==> config.mk <==
export PLATFORM = sky130hd
export DESIGN_NAME = bin2bcd_byte
export DESIGN_NICKNAME = d
export VERILOG_FILES = /design/src/rtl/bin2bcd_byte_pkg.sv /design/src/rtl/bin2bcd_byte_bcd_adj3.sv /design/src/rtl/bin2bcd_byte.sv
export SDC_FILE = /design/constraint.sdc
export NUM_CORES = 1
export LEC_CHECK = 0
export ABC_AREA = 0
export BUFFER_PORTS_ARGS = -buffer_cell sky130_fd_sc_hd__buf_2
export CAP_MARGIN = 20
export CORE_ASPECT_RATIO = 0.7
export CORE_MARGIN = 3
export CORE_UTILIZATION = 45
export CTS_CLUSTER_SIZE = 30
export DETAILED_ROUTE_END_ITERATION = 8
export PLACE_DENSITY = 0.65
export SKIP_LAST_GASP = 1
export SLEW_MARGIN = 20
export SYNTH_ARGS = -nofsm -noshare
export SYNTH_HDL_FRONTEND = slang
export SYNTH_SLANG_ARGS = --single-unit
==> constraint.sdc <==
create_clock -name clk -period 1.66 [get_ports clk]
set_clock_uncertainty 0.1 [all_clocks]
set_input_delay 0.249 -clock clk [delete_from_list [all_inputs] [get_ports clk]]
set_output_delay 0.249 -clock clk [all_outputs]
set_load 0.03 [all_outputs]
==> src/rtl/bin2bcd_byte_pkg.sv <==
// bin2bcd_byte_pkg
//   Shared constants for the byte-to-packed-BCD converter.
//   - FSM state encoding (IDLE / SHIFT / DONE)
//   - number of double-dabble shift cycles for an 8-bit input
//   - helper that picks the displayed byte for a finished conversion
package bin2bcd_byte_pkg;

  localparam logic [1:0] ST_IDLE  = 2'd0;
  localparam logic [1:0] ST_SHIFT = 2'd1;
  localparam logic [1:0] ST_DONE  = 2'd2;

  localparam int unsigned SHIFT_CYCLES = 8;
  localparam logic [2:0]  LAST_BIT     = 3'(SHIFT_CYCLES - 1);

  localparam logic [7:0]  CLAMP_BYTE   = 8'h99;

  // Final display byte: clamp to 99 when the hundreds digit is non-zero and
  // saturation is selected, otherwise drop the hundreds digit (value mod 100).
  function automatic logic [7:0] pick_display(input logic [1:0] hundreds,
                                              input logic [7:0] tens_ones,
                                              input logic       saturate);
    if (saturate && (hundreds != 2'd0)) begin
      return CLAMP_BYTE;
    end
    return tens_ones;
  endfunction

endpackage

==> src/rtl/bin2bcd_byte_bcd_adj3.sv <==
// bcd_adj3
//   Double-dabble nibble correction: adds 3 when the nibble is 5 or more so
//   that the following left shift carries correctly into the next decade.
//   Ports:
//     din  - 4-bit BCD digit before the shift
//     dout - corrected digit
module bcd_adj3 (
  input  logic [3:0] din,
  output logic [3:0] dout
);

  assign dout = (din >= 4'd5) ? (din + 4'd3) : din;

endmodule

==> src/rtl/bin2bcd_byte.sv <==
// bin2bcd_byte
//   Iterative double-dabble converter from an unsigned byte to two packed BCD
//   digits for a seven-segment byte display. One conversion takes 10 cycles
//   (accept, 8 shifts, done).
//   Parameter:
//     SATURATE  - 1: values above 99 display as 99; 0: display value mod 100
//   Ports:
//     clk       - system clock, rising edge
//     reset     - asynchronous reset, active low
//     in_data   - binary value to convert, sampled on the accept edge
//     in_valid  - in_data is offered this cycle
//     in_ready  - block is idle and will accept in_valid
//     out_byte  - packed BCD {tens, ones}, held until the next completion
//     out_valid - one-cycle pulse after out_byte updates
//     overflow  - last converted value exceeded 99, held with out_byte
module bin2bcd_byte
  import bin2bcd_byte_pkg::*;
#(
  parameter bit SATURATE = 1'b1
) (
  input  logic       clk,
  input  logic       reset,
  input  logic [7:0] in_data,
  input  logic       in_valid,
  output logic       in_ready,
  output logic [7:0] out_byte,
  output logic       out_valid,
  output logic       overflow
);

  logic [1:0] state_reg;
  logic [2:0] cnt_reg;
  logic [7:0] sr_reg;
  // scratch_reg = {hundreds[1:0], tens[3:0], ones[3:0]}
  logic [9:0] scratch_reg;
  logic [7:0] out_byte_reg;
  logic       out_valid_reg;
  logic       overflow_reg;

  logic [7:0] low_adj;
  logic [9:0] scratch_next;
  logic [7:0] sr_next;

  // Tens and ones get a corrector; hundreds only ever holds 0..2.
  generate
    for (genvar gi = 0; gi < 2; gi++) begin : g_adj
      bcd_adj3 u_adj (
        .din  (scratch_reg[gi*4 +: 4]),
        .dout (low_adj[gi*4 +: 4])
      );
    end
  endgenerate

  // Shift {scratch, sr} left by one after correction. Hundreds bit 9 is
  // never set before the final shift, so it is dropped here.
  always_comb begin
    scratch_next = {scratch_reg[8], low_adj, sr_reg[7]};
    sr_next      = {sr_reg[6:0], 1'b0};
  end

  always_ff @(posedge clk or negedge reset) begin
    if (!reset) begin
      state_reg     <= ST_IDLE;
      cnt_reg       <= 3'd0;
      sr_reg        <= 8'h00;
      scratch_reg   <= 10'd0;
      out_byte_reg  <= 8'h00;
      out_valid_reg <= 1'b0;
      overflow_reg  <= 1'b0;
    end else begin
      out_valid_reg <= 1'b0;
      case (state_reg)
        ST_IDLE: begin
          if (in_valid) begin
            sr_reg      <= in_data;
            scratch_reg <= 10'd0;
            cnt_reg     <= 3'd0;
            state_reg   <= ST_SHIFT;
          end
        end
        ST_SHIFT: begin
          scratch_reg <= scratch_next;
          sr_reg      <= sr_next;
          cnt_reg     <= cnt_reg + 3'd1;
          if (cnt_reg == LAST_BIT) begin
            state_reg <= ST_DONE;
          end
        end
        ST_DONE: begin
          overflow_reg  <= (scratch_reg[9:8] != 2'd0);
          out_byte_reg  <= pick_display(scratch_reg[9:8], scratch_reg[7:0], SATURATE);
          out_valid_reg <= 1'b1;
          state_reg     <= ST_IDLE;
        end
        default: begin
          state_reg <= ST_IDLE;
        end
      endcase
    end
  end

  assign in_ready  = (state_reg == ST_IDLE);
  assign out_byte  = out_byte_reg;
  assign out_valid = out_valid_reg;
  assign overflow  = overflow_reg;

endmodule

==> results.md <==
- Status: finished clean
- CTS Buf Count: 5
- Number of nets in the layout: 190
- Post-synthesis net count: 160
- Yosys warning total: 0
- Root Driver: clkbuf_8
- Max FFs per register: 10
- Syn Area/Cell: 10.68 um^2
- CTS tree: built
- Peak VDD IR: 0.8560 mV
- Crit end category: flop
- Fillcell total: 292
- Crit path kind: reg2reg
- Final Hold Fails: 0
- Area growth from synthesis to layout: 18.92%
- Per-cell routed wire length: 14.11 um
- Relative slew slack: 56.93%
- Global-route total usage across every layer: 17.14%
- First-pass GRT wire length: 5.057 mm
- Post-synth top area share: 54.05%
- Drc violations: 0
- Hold Slack: 0.1426 ns
- Total power: 3.423 mW
- Synth Cell Area: 1528 um^2
- Initial antenna violation count: 0
- DP HPWL: 2.105 mm
- Leakage power: 0.8856 nW
- Clk slew on worst S/H paths: 0.06 ns
- Min-Delay Path Depth: 3
- Pins over their slew limit: 0
- Number of buffers added on ports: 21
- Slew @ Worst Pin: 0.6432 ns
- EDFF count, synth: 0
- Post-synthesis async set-or-reset flop share: 100.0%
- FF-to-FF path depth: 6
- Setup crit start kind: flop
- GRT overflow: 0
- Setup TNS: 0 ns
- Synth top area cells: dfrtp_1, ha_1, a22o_1
- I/O Pins: 22
- HP Class: in2reg
- Worst-Skew Late Latency: 0.28 ns
- Setup violations, final: 0
- Unrepaired setup endpoints after global routing: no
- Min-delay src: in_data[6]
- Met2 WL post-DR: 1.336 mm
- Top Layer Used: met4
- H-tree Lvls: 2
- Fin crit share: 93.16%
- Arrival time at the worst endpoint: 1.60 ns
- DRT Wirelength: 2.978 mm
- CTS max path bufs: 2
- Synthesis-stage register bit count: 33
- Final worst setup slack: 0.1135 ns
- Place WS: 0.02274 ns
- Site Rows: 17
- Critical path origin: scratch_reg[0]
- Die ar.: 4141 um^2
- Vias in the first global route: 1028
- Initial drt markers: 97
- Register area share after synthesis: 54.05%
- Unique masters post-synth: 30
- Pwr dens: 1884 nW/um^2
- Syn Inst Count: 143
- Tmin final: 1.547 ns
- RR Startpoint: scratch_reg[0]
- CTS Sinks: 33
- Post-route ant nets: 0
- Met1 WL: 1.500 mm
- First drt pass iteration count: 4
- Die height: 54.75 um
- Leading register cell type out of synthesis: dfrtp_1
- Post-synth top area cell: dfrtp_1
- Ratio of cells with drive above 1 in the final layout: 24.28%
- Wire length on met3: 87 um
- CP Max Fanout: 4
- Ant. Diodes: 0
- Die width: 75.64 um
- Achievable Freq: 646.6 MHz
- Core region area: 3191 um^2
- Drt via density: 5.450
- Routability cong.: 0.7540
- CP Data Required Time: 1.72 ns
- Vias: 1150
- Starting Density: 47.88%
- Max Cap Viol: 0
- Pin count of the biggest net entering global routing: 18
final timing paths:
check	end	slack (ns)
max	scratch_reg[4]	0.11
max in group asynchronous	scratch_reg[7]	0.70
min in group asynchronous	sr_reg[4]	0.33
max reg2reg	scratch_reg[4]	0.11
min reg2reg	out_byte[1]	0.39
min	sr_reg[6]	0.14
area by class of cell:
class                   instances  area [um^2]  area share, %
flip-flops and latches         33        825.8          45.45
multi-input cells              99        658.1          36.23
repair buffers                 29        180.2          9.917
clock buffers                   7        86.33          4.752
well taps                      38        47.55          2.617
inverters                       5        18.77          1.033
repair_timing:
item | CTS | global route
hold endpoints to repair | 16 | 0
resized for setup | 0 | 3
setup endpoints to repair | 0 | 17
buffers inserted | 0 | 1
hold buffers | 1 | 0
power breakdown:
part	internal, mW	switching, mW
Sequential	1.13	0.255
Clock	0.328	0.268
Combinational	0.631	0.812
Total	2.09	1.33
kinds of logic after synthesis:
| group | synth area share (%) |
|---|---|
| fa+ha+maj | 4.914 |
| xor+xnor | 1.720 |
| flops | 54.05 |
| buf+inv | 3.439 |
| compound gates | 20.89 |
| mux | 1.310 |
| simple gates | 13.68 |
cell usage in the layout, fill, tap and decap left out, drive strengths merged:
cell / n
a21oi: 14
nand3: 2
nor2: 5
nand2b: 4
nand2: 10
nor3: 3
xor2: 1
and2: 1
a22oi: 7
ha: 6
a22o: 8
inv: 5
buf: 28
nor3b: 1
mux2i: 2
or3: 1
clkbuf: 7
o21bai: 1
o31ai: 1
o22a: 2
dlygate4sd3: 1
xnor2: 2
nor2b: 10
dfrtp: 33
o21ai: 18
critical path: stages (launching register included):
cell and delay (ns):
dfrtp_1 0.42, inv_1 0.14, ha_2 0.22, nand2b_1 0.08, nor3b_1 0.14, a21oi_1 0.21
o21ai_0 0.11
cell usage after synthesis, drive strengths merged (2+ instances only):
cell type / instances
a21oi: 14
a22o: 8
a22oi: 7
buf: 5
dfrtp: 33
ha: 6
inv: 5
mux2i: 2
nand2: 10
nand2b: 4
nand3: 2
nor2: 5
nor2b: 10
nor3: 3
o21ai: 18
o22a: 2
xnor2: 2
per-stage QoR:
| stage | area [um^2] | std cells | util [%] |
|---|---|---|---|
| after floorplan | 1528 | 143 | - |
| after global placement | 1704 | 202 | 53.41 |
| after detailed placement | 1704 | 202 | 53.41 |
| after CTS | 1800 | 210 | 56.43 |
| after global routing | 1817 | 211 | 56.94 |
| final | 1817 | 211 | 56.94 |
layer usage:
layer	track usage, %	vias to the layer above
li1	-	561
met1	23.48	574
met2	24.21	9
met3	6.606	6
met4	6.977	0
met5	0	-
Power figures use the tool's default switching activity.
